`config.mk`:
```
export PLATFORM = sky130hd
export DESIGN_NAME = if_fetch_flat
export DESIGN_NICKNAME = d
export VERILOG_FILES = /design/src/rtl/if_fetch_pkg.sv /design/src/rtl/if_fetch_if.sv /design/src/rtl/if_fetch_icache.sv /design/src/rtl/if_fetch.sv /design/src/flat_wrapper.sv
export SDC_FILE = /design/constraint.sdc
export NUM_CORES = 1
export LEC_CHECK = 0
export CORE_MARGIN = 3
export CORE_UTILIZATION = 64
export CTS_CLUSTER_DIAMETER = 100
export DETAILED_ROUTE_END_ITERATION = 7
export DONT_BUFFER_PORTS = 1
export PLACE_DENSITY = 0.9
export SLEW_MARGIN = 20
export SYNTH_ARGS = -nofsm -noshare
export SYNTH_HDL_FRONTEND = slang
export SYNTH_HIERARCHICAL = 1
export SYNTH_SLANG_ARGS = --single-unit
```
`constraint.sdc`:
```
create_clock -name clk -period 4.8 [get_ports clk]
set_clock_uncertainty 0.2 [all_clocks]
set_input_delay 1.44 -clock clk [delete_from_list [all_inputs] [get_ports clk]]
set_output_delay 1.44 -clock clk [all_outputs]
set_load 0.005 [all_outputs]
```
`src/rtl/if_fetch_pkg.sv`:
```
// Shared bus widths, FSM states and reset level for the fetch stage.
// Default for ICACHE_LINES lives here; the cache itself is gated by ICACHE_EN.
package if_fetch_pkg;

  localparam int InstAddrBus    = 32;
  localparam int InstBus        = 32;
  localparam int IcacheLinesDef = 64;

  localparam logic RstnEnable = 1'b0;

  typedef logic [InstAddrBus-1:0] inst_addr_t;
  typedef logic [InstBus-1:0]     inst_t;

  typedef enum logic {
    S_REQ = 1'b0,
    S_OUT = 1'b1
  } state_e;

endpackage

```
`src/rtl/if_fetch_if.sv`:
```
// Byte-wide read port between the fetch stage and the memory controller.
// master = fetch side, slave = controller side.
interface if_fetch_if;
  import if_fetch_pkg::*;

  logic       mem_req_o;
  inst_addr_t mem_addr_o;
  logic       mem_gnt_i;
  logic       mem_rvalid_i;
  logic [7:0] mem_rdata_i;

  modport master (
    output mem_req_o,
    output mem_addr_o,
    input  mem_gnt_i,
    input  mem_rvalid_i,
    input  mem_rdata_i
  );

  modport slave (
    input  mem_req_o,
    input  mem_addr_o,
    output mem_gnt_i,
    output mem_rvalid_i,
    output mem_rdata_i
  );

endinterface

```
`src/rtl/if_fetch_icache.sv`:
```
// Direct-mapped one-word-per-line icache, addressed by word address.
// Instantiated by if_fetch only when ICACHE_EN is defined.
module if_fetch_icache
  import if_fetch_pkg::*;
#(
  parameter int LINES = IcacheLinesDef
) (
  input  logic        clk,
  input  logic        rst,
  input  logic [29:0] lookup_wa_i,
  output logic        hit_o,
  output inst_t       hit_data_o,
  input  logic        fill_i,
  input  logic [29:0] fill_wa_i,
  input  inst_t       fill_data_i
);

  localparam int IdxW = $clog2(LINES);
  localparam int TagW = 30 - IdxW;

  logic [LINES-1:0] valid_q;
  logic [TagW-1:0]  tag_q  [LINES];
  inst_t            data_q [LINES];

  logic [IdxW-1:0] l_idx;
  logic [IdxW-1:0] f_idx;

  assign l_idx = lookup_wa_i[IdxW-1:0];
  assign f_idx = fill_wa_i[IdxW-1:0];

  assign hit_o = valid_q[l_idx] &&
                 tag_q[l_idx] == lookup_wa_i[29 -: TagW];
  assign hit_data_o = data_q[l_idx];

  always_ff @(posedge clk) begin
    if (rst == RstnEnable) begin
      valid_q <= '0;
    end else if (fill_i) begin
      valid_q[f_idx] <= 1'b1;
    end
  end

  // Tag/data need no reset: the valid bit guards them.
  always_ff @(posedge clk) begin
    if (fill_i) begin
      tag_q[f_idx]  <= fill_wa_i[29 -: TagW];
      data_q[f_idx] <= fill_data_i;
    end
  end

endmodule

```
`src/rtl/if_fetch.sv`:
```
// RV32I fetch stage: four byte reads per instruction, little-endian.
// Define ICACHE_EN to add a direct-mapped icache in front of memory.
module if_fetch
  import if_fetch_pkg::*;
#(
  parameter inst_addr_t RESET_PC     = 32'h0,
  parameter int         ICACHE_LINES = IcacheLinesDef
) (
  input  logic       clk,
  input  logic       rst,
  input  logic       stall_i,
  input  logic       branch_i,
  input  inst_addr_t branch_target_i,
  if_fetch_if.master mem,
  output inst_addr_t pc_o,
  output inst_t      inst_o,
  output logic       valid_o
);

  state_e     state_q;
  inst_addr_t pc_q;
  inst_addr_t addr_q;
  inst_addr_t pc_o_q;
  inst_t      inst_q;
  logic [2:0] issue_q;
  logic [2:0] issue_d;
  logic [1:0] recv_q;
  logic [23:0] buf_q;
  logic       req_q;
  logic       inflight_q;
  logic       valid_q;

  logic  gnt;
  logic  rv;
  logic  last;
  logic  hit;
  inst_t hit_data;
  inst_t word;

  if ((ICACHE_LINES & (ICACHE_LINES - 1)) != 0) begin : g_lines_chk
    $error("ICACHE_LINES must be a power of two");
  end

  assign mem.mem_req_o  = req_q & ~branch_i & ~hit;
  assign mem.mem_addr_o = addr_q;

  // A return only counts if it answers last cycle's grant.
  assign gnt     = mem.mem_req_o & mem.mem_gnt_i;
  assign rv      = mem.mem_rvalid_i & inflight_q;
  assign last    = rv && recv_q == 2'd3;
  assign word    = {mem.mem_rdata_i, buf_q};
  assign issue_d = issue_q + {2'b00, gnt};

`ifdef ICACHE_EN
  logic c_hit;
  logic fill;

  assign fill = state_q == S_REQ && !branch_i && last;
  assign hit  = c_hit && state_q == S_REQ &&
                issue_q == 3'd0;

  if_fetch_icache #(
    .LINES(ICACHE_LINES)
  ) u_icache (
    .clk        (clk),
    .rst        (rst),
    .lookup_wa_i(pc_q[31:2]),
    .hit_o      (c_hit),
    .hit_data_o (hit_data),
    .fill_i     (fill),
    .fill_wa_i  (pc_q[31:2]),
    .fill_data_i(word)
  );
`else
  assign hit      = 1'b0;
  assign hit_data = '0;
`endif

  always_ff @(posedge clk) begin
    if (rst == RstnEnable) begin
      state_q    <= S_REQ;
      pc_q       <= RESET_PC;
      addr_q     <= '0;
      req_q      <= 1'b0;
      issue_q    <= '0;
      recv_q     <= '0;
      buf_q      <= '0;
      inflight_q <= 1'b0;
      pc_o_q     <= '0;
      inst_q     <= '0;
      valid_q    <= 1'b0;
    end else if (branch_i) begin
      state_q    <= S_REQ;
      pc_q       <= branch_target_i;
      addr_q     <= branch_target_i;
      req_q      <= 1'b1;
      issue_q    <= '0;
      recv_q     <= '0;
      inflight_q <= 1'b0;
      inst_q     <= '0;
      valid_q    <= 1'b0;
    end else begin
      unique case (state_q)
        S_REQ: begin
          inflight_q <= gnt;
          issue_q    <= issue_d;
          addr_q     <= pc_q + 32'(issue_d);
          req_q      <= issue_d != 3'd4;
          if (hit) begin
            pc_o_q  <= pc_q;
            inst_q  <= hit_data;
            valid_q <= 1'b1;
            req_q   <= 1'b0;
            state_q <= S_OUT;
          end else if (rv) begin
            recv_q <= recv_q + 2'd1;
            buf_q  <= {mem.mem_rdata_i, buf_q[23:8]};
            if (last) begin
              pc_o_q  <= pc_q;
              inst_q  <= word;
              valid_q <= 1'b1;
              req_q   <= 1'b0;
              state_q <= S_OUT;
            end
          end
        end
        S_OUT: begin
          if (!stall_i) begin
            state_q <= S_REQ;
            pc_q    <= pc_q + 32'd4;
            addr_q  <= pc_q + 32'd4;
            req_q   <= 1'b1;
            issue_q <= '0;
            recv_q  <= '0;
            inst_q  <= '0;
            valid_q <= 1'b0;
          end
        end
      endcase
    end
  end

  assign pc_o    = pc_o_q;
  assign inst_o  = inst_q;
  assign valid_o = valid_q;

endmodule

```
`src/flat_wrapper.sv`:
```
// flat-port wrapper written by rule: the top's interface ports become plain ports
module if_fetch_flat import if_fetch_pkg::*;
#(
  parameter inst_addr_t RESET_PC     = 32'h0,
  parameter int         ICACHE_LINES = IcacheLinesDef
)
  (clk, rst, stall_i, branch_i, branch_target_i, pc_o, inst_o, valid_o, mem_mem_req_o, mem_mem_addr_o, mem_mem_gnt_i, mem_mem_rvalid_i, mem_mem_rdata_i);
  if_fetch_if mem_i ();
  input  logic clk;
  input  logic rst;
  input  logic stall_i;
  input  logic branch_i;
  input  inst_addr_t branch_target_i;
  output inst_addr_t pc_o;
  output inst_t inst_o;
  output logic valid_o;
  output wire logic [$bits(mem_i.mem_req_o)-1:0] mem_mem_req_o;
  output wire logic [$bits(mem_i.mem_addr_o)-1:0] mem_mem_addr_o;
  input wire logic [$bits(mem_i.mem_gnt_i)-1:0] mem_mem_gnt_i;
  input wire logic [$bits(mem_i.mem_rvalid_i)-1:0] mem_mem_rvalid_i;
  input wire logic [$bits(mem_i.mem_rdata_i)-1:0] mem_mem_rdata_i;
  assign mem_mem_req_o = mem_i.mem_req_o;
  assign mem_mem_addr_o = mem_i.mem_addr_o;
  assign mem_i.mem_gnt_i = mem_mem_gnt_i;
  assign mem_i.mem_rvalid_i = mem_mem_rvalid_i;
  assign mem_i.mem_rdata_i = mem_mem_rdata_i;
  if_fetch #(.RESET_PC(RESET_PC), .ICACHE_LINES(ICACHE_LINES)) u_core (.clk(clk), .rst(rst), .stall_i(stall_i), .branch_i(branch_i), .branch_target_i(branch_target_i), .mem(mem_i), .pc_o(pc_o), .inst_o(inst_o), .valid_o(valid_o));
endmodule
```
==> reports/metrics.yaml, run 1 <==
hold_ws_ns: 0.2614
crit_fanout: 48
yosys_warnings: 6
irDropWorstVdd_mv: 0.2839
clk_latency_ns: 0.44
antenna_found_initial: 0
tightest_slew_ns: 0.9581
drc: 0
async_flop_share_pct: 0
cp.depth: 12
end_kind: "flip-flop"
syn-mean-instance-area_sq_um: 7.958
criticalPathCategory: "input pin to flip-flop"
required_ns: 4.94
nNetsFinal: 967
synth.most_common_cell: "nand2_1"
vias: 7061
critPathSlowestCell: "fa_1"
antenna_left: 0
grt_pass1_vias: 6745
grt_setup_unrepaired: "false"
worstSetupEndpoint: "u_core/mem.mem_addr_o[16]"
ys_seq_area_share_pct: 41.84
drive_above_1_share_pct: 9.071
synth_common_cells: "213 x nand2_1, 161 x dfxtp_1, 141 x a21oi_1, 64 x nand3_1, 42 x nor2_1"
wl_per_cell_microns: 20.70
clk_pin_slew_ns: 0.07
holdBufCountCts: 0
slowest_delay_ns: 0.42
mappedNetlistNets: 1022
cts_tree: "done"
fmax_mhz: 256.7
start_util_pct: 66.33
die-area_sq_um: 13390
die_w_microns: 115.7
portBuffers: 0
finalHoldViolCount: 0
synth_top_area_cell: "dfxtp_1"
cts_buffer_depth: 2
reg2reg_to: "u_core/mem.mem_addr_o[16]"
first_iter_violations: 840
crit_family: "adder cells"
grt-ovfl-total: 0
tns_ns: 0
grt_use_total_pct: 33.14
h-tree-depth: 4
routed_wirelength_microns: 22120
p_leak_nw: 2.781
reg2regPathDepth: 12
cts_sinks: 161
slew_headroom_pct: 36.04
setup_viol: 0
synthTopCellsByArea: "dfxtp_1 42%, nand2_1 10%, a21oi_1 9.2%, nand3_1 4.2%, xnor2_1 4.1%"
drt-vias-per-instance: 6.605
fp.dieH_microns: 115.7
startpoint_type: "input pin"
dr.pass1.iters: 6
synth_edf_count: 0
cts_root_buf: "clkbuf_16"
cts_setup_buffers: 0
rows: 39
slew_viol_final: 0
synth_top_area_share_pct: 41.84
cp_common_cell: "ha_1"
path_buf_inv: 1
timing.rr.start: "u_core/req_q"
synth_cell_types: 66
cp-startpoint: "branch_i"
grt_pass1_wl_microns: 34760
syn_area_sq_um: 7704
critPathArrivalTime_ns: 4.04
core_area_sq_um: 11610
cts_resized: 0
status: "finished, final reports clean"
final.period_utilization_pct: 81.17
grt_max_degree: 56
min_period_ns: 3.896
finalPower_mw: 3.034
routabilityCongestion: 0.9720
synth_ff_type: "dfxtp_1"
max_cap_viol_count: 0
cts_made_buffers: 17
ys_seq_elements: 161
areaGrowthSynthToFinish_pct: 6.692
antenna_cells: 0
holdCritPathClass: "flip-flop to flip-flop"
rrSetupSlack_ns: 1.48
post-dp-hpwl_microns: 14320
power.density_nw_per_um2: 369.1
path_cells: "nor2b_1, and2_1, ha_1, ha_1, inv_1, fa_1, and2b_1, o211ai_4, a21oi_4, nand3_1, xor2_1, a211oi_1"
synthCells: 968
ios: 144
==> kinds of logic after synthesis <==
kind of cell | Yosys count | synth area share, %
multiplexers | 6 | 0.7959
buffers and inverters | 98 | 5.912
XOR/XNOR | 61 | 6.935
AO/OA/AOI/OAI | 241 | 18.69
AND/OR/NAND/NOR | 393 | 24.43
adder cells (fa/ha/maj) | 8 | 1.397
flip-flops | 161 | 41.84
==> cell usage in the layout (no fill, tap or decap), types with 11 or more instances in the layout <==
master / Yosys / final
nand2_1: 213 / 211
dfxtp_1: 161 / 161
a21oi_1: 141 / 141
nand3_1: 64 / 64
nor2_1: 42 / 40
o21ai_0: 40 / 40
xnor2_1: 36 / 36
xor2_1: 25 / 25
clkbuf_16: 0 / 17
nand4_1: 14 / 14
buf_4: 9 / 12
nor3_1: 12 / 11
==> metrics by stage <==
stage	std cells	area, sq um	utilization, %	setup WS (ns)
floorplan	968	7704	-	0.4267
global placement	1037	7572	65.20	0.6111
detailed placement	1037	7579	65.26	0.5447
CTS	1069	8214	70.73	0.9510
global route	1069	8219	70.77	0.6992
finish	1069	8219	70.77	0.9039
==> flip-flops by register name (all words and copies together) (netlist names) <==
name                   cells
u_core/issue_q             3
u_core/pc_o               32
u_core/mem.mem_addr_o     32
u_core/pc_q               32
u_core/inst_o             32
u_core/buf_q              24
u_core/inflight_q          1
u_core/req_q               1
u_core/valid_o             1
u_core/state_q             1
u_core/recv_q              2
==> worst min-delay path by stage <==
stage,start,endpoint,slack (ns),cells after the start
2_1_floorplan,u_core/buf_q[0],u_core/inst_o[0],0.23,2
3_3_place_gp,u_core/buf_q[2],u_core/buf_q[2],0.24,2
3_5_place_dp,u_core/buf_q[3],u_core/inst_o[3],0.24,2
4_1_cts,u_core/buf_q[5],u_core/inst_o[5],0.26,2
5_1_grt,u_core/buf_q[3],u_core/buf_q[3],0.28,2
6_report,u_core/buf_q[1],u_core/inst_o[1],0.26,2
==> worst min-delay path, cell delays in order, from the launching register on <==
cell     delay, ns
dfxtp_1       0.31
nand2_1       0.05
a21oi_1       0.05
==> metal layers <==
metal  part of all wire, %  track usage (%)
met3                    13            11.38
met2                    47            52.12
met4                   3.0            15.39
met5                     0                0
met1                    37            41.16
==> report_power, final <==
group / internal, mW / total, mW / switching, mW
clock: 0.845 / 1.46 / 0.618
sequential: 1.37 / 1.44 / 0.0663
combinational: 0.0569 / 0.133 / 0.0761
==> layout make-up <==
| type | count | area (sq um) |
|---|---|---|
| Clock buffer | 17 | 425.4 |
| Clock inverter | 15 | 210.2 |
| Fill cell | 868 | 3395 |
| Inverter | 12 | 45.04 |
| Multi-Input combinational cell | 709 | 4046 |
| Sequential cell | 161 | 3223 |
| Tap cell | 143 | 178.9 |
| Timing Repair Buffer | 12 | 90.09 |
Note: power is estimated with default switching activity, not from simulation.
==> run 2, diff against run 1 <==
Settings changed: ABC_AREA set to 1.
Clock period 4.8 ns to 3.74 ns, I/O delays scaled along.
==> reports/metrics.yaml, run 2 <==
grt_max_degree: 63  # +13%
cts_setup_buffers: 0  # unchanged
cp_common_cell: "inv_1"
crit_fanout: 53  # +10%
cts_buffer_depth: 2  # unchanged
fmax_mhz: 313.2
nFillCells: 1039  # +20%
setup_viol: 0  # unchanged
path_cells: "inv_1, and3_1, ha_1, ha_1, inv_1, fa_1, inv_1, nand3_1, nand2_2, nand2_2, nor2_4, nand2_1, xor2_1, a21oi_1, nor2_1"
synthCells: 1196  # +24%
drive_above_1_share_pct: 10.45  # +1.4 points
cts_resized: 0  # unchanged
layout_common_cells: "257 x nand2_1, 190 x nand3_1, 161 x dfxtp_1"
status: "finished, final reports clean"
synth_top_area_share_pct: 38.70  # -3.1 points
synth_edf_count: 0  # unchanged
ios: 144  # unchanged
routabilityCongestion: 0.9616  # -1.1%
ys_seq_elements: 161  # unchanged
cts_tree: "done"
reg2regPathDepth: 14  # +2
cp-startpoint: "branch_i"
portBuffers: 0  # unchanged
async_flop_share_pct: 0  # unchanged
antenna_left: 0  # unchanged
synthTopCellsByArea: "dfxtp_1 39%, nand2_1 12%, nand3_1 11%, a21oi_1 7.2%, o21ai_0 4.2%"
final_util_pct: 70.47  # -0.31 points
areaGrowthSynthToFinish_pct: 7.195
reg2reg_to: "u_core/mem.mem_addr_o[18]"
yosys_warnings: 6  # unchanged
tightest_slew_ns: 0.7517  # -0.2064 ns
p_leak_nw: 3.536  # +27%
tns_ns: 0  # unchanged
first_iter_violations: 1148  # +37%
dr.pass1.iters: 6  # unchanged
drc: 0  # unchanged
vias: 8356  # +18%
grt_pass1_wl_microns: 38840  # +12%
regArea_sq_um: 3223  # unchanged
grt_pass1_vias: 7651  # +13%
hold_ws_ns: 0.2661  # +0.004711 ns
holdBufCountCts: 0  # unchanged
rows: 41  # +5.1%
criticalPathCategory: "input pin to flip-flop"
post-dp-hpwl_microns: 16160  # +13%
die-area_sq_um: 14420  # +7.7%
clk_pin_slew_ns: 0.07  # about the same
synth_ff_type: "dfxtp_1"
syn-mean-instance-area_sq_um: 6.964  # -12%
antenna_found_initial: 0  # unchanged
holdCritPathClass: "flip-flop to flip-flop"
timing.rr.start: "u_core/req_q"
cts_sinks: 161  # unchanged
grt-ovfl-total: 0  # unchanged
irDropWorstVdd_mv: 0.3247  # +14%
cts_root_buf: "clkbuf_16"
die_w_microns: 120.1  # +3.8%
wl_per_cell_microns: 18.33  # -11%
ys_seq_area_share_pct: 38.70  # -3.1 points
startpoint_type: "input pin"
worstSetupEndpoint: "u_core/mem.mem_addr_o[18]"
core_area_sq_um: 12670  # +9.1%
critPathArrivalTime_ns: 3.31  # -0.73 ns
synth_top_area_cell: "dfxtp_1"
syn_area_sq_um: 8329  # +8.1%
critPathSlowestCell: "fa_1"
clk_latency_ns: 0.43  # about the same
routed_wirelength_microns: 24540  # +11%
layout_commonest_cell: "nand2_1"
required_ns: 3.86  # -1.08 ns
min_period_ns: 3.192
max_cap_viol_count: 0  # unchanged
grt_use_total_pct: 33.81  # +0.67 points
multi_input_area_sq_um: 4392  # +8.5%
start_util_pct: 65.74  # -0.60 points
slew_headroom_pct: 49.81  # +14 points
final.period_utilization_pct: 85.36
nNetsFinal: 1208  # +25%
finalHoldViolCount: 0  # unchanged
cts_made_buffers: 17  # unchanged
mappedNetlistNets: 1250  # +22%
grt_setup_unrepaired: "false"
h-tree-depth: 4  # unchanged
slew_viol_final: 0  # unchanged
power.density_nw_per_um2: 437.1  # +18%
end_kind: "flip-flop"
synth_common_cells: "259 x nand2_1, 190 x nand3_1, 161 x dfxtp_1, 120 x a21oi_1, 91 x nor2_1"
drt-vias-per-instance: 6.240  # -5.5%
rrSetupSlack_ns: 0.93  # -0.55 ns
synth_cell_types: 42  # -36%
synth.most_common_cell: "nand2_1"
fp.dieH_microns: 120.1  # +3.8%
holdPathStages: 2  # unchanged
slowest_delay_ns: 0.39  # -0.03 ns
antenna_cells: 0  # unchanged
[run 2: changes by cell type in the layout (fill, tap and decap cells not counted), moves of 14 or more]
cell and delta:
a21oi_1 -21, a31oi_1 +19, inv_1 +65, nand2_1 +46, nand2_2 +15, nand3_1 +126, nor2_1 +51, nor2_4 +19
o21ai_0 +30, xnor2_1 -32, xor2_1 -14
[run 2: where the power goes]
group	internal (mW)	switching, mW
Clock	1.09	0.786
Combinational	0.0713	0.129
Sequential	1.76	0.0730
[run 2: per-layer routing]
metal  up-vias  track usage (%)  part of all wire, %
met4         0            13.53                  3.9
met3       101            8.860                   11
met1      3806            44.26                   39
met2       551            53.35                   46
li1       3898                -                    -
met5         -                0                    0
[run 2: worst min path at each step]
| stage | start | to | slack, ns |
|---|---|---|---|
| 2_1_floorplan | u_core/recv_q[0] | u_core/recv_q[0] | 0.23 |
| 3_3_place_gp | u_core/recv_q[0] | u_core/recv_q[0] | 0.25 |
| 3_5_place_dp | u_core/issue_q[1] | u_core/issue_q[1] | 0.26 |
| 4_1_cts | u_core/recv_q[0] | u_core/recv_q[0] | 0.27 |
| 5_1_grt | u_core/recv_q[1] | u_core/recv_q[1] | 0.29 |
| 6_report | u_core/recv_q[1] | u_core/recv_q[1] | 0.27 |
[run 2: worst max-delay path, delay by kind of cell]
family | cells | cell delay (ns)
xor gates and xnor gates | 1 | 0.14
adders and majority gates | 3 | 0.91
AOI/OAI and AO/OA | 1 | 0.12
and+or+nand+nor | 7 | 0.81
buffers and inverters | 3 | 0.21
[run 2: cells by family (layout without fill, tap and decap cells)]
family	after synthesis	in the layout	share of synthesized area, %
flops	161	161	38.70
fa+ha+maj	8	8	1.292
xor+xnor	15	15	1.577
buf+inv	167	138	8.728
compound gates	235	235	15.10
simple gates	610	610	34.61
[run 2: metrics by stage]
stage               power, mW  cells  instance area (sq um)  setup slack [ns]
floorplan               2.019   1196                   8334           0.01177
global placement        2.056   1307                   8289            0.1990
detailed placement      2.061   1307                   8289            0.1542
CTS                     3.904   1339                   8929            0.5741
global route            4.014   1339                   8929            0.3372
finish                  3.903   1339                   8929            0.5477
[run 2: final cells by class]
type                    instances  area share (%)
clock buffers                  17           4.765
repair buffers                 16           1.345
clock inverters                15           2.396
multi-input cells             868           49.19
well taps                     172           2.410
inverters                      90           3.798
flip-flops and latches        161           36.10
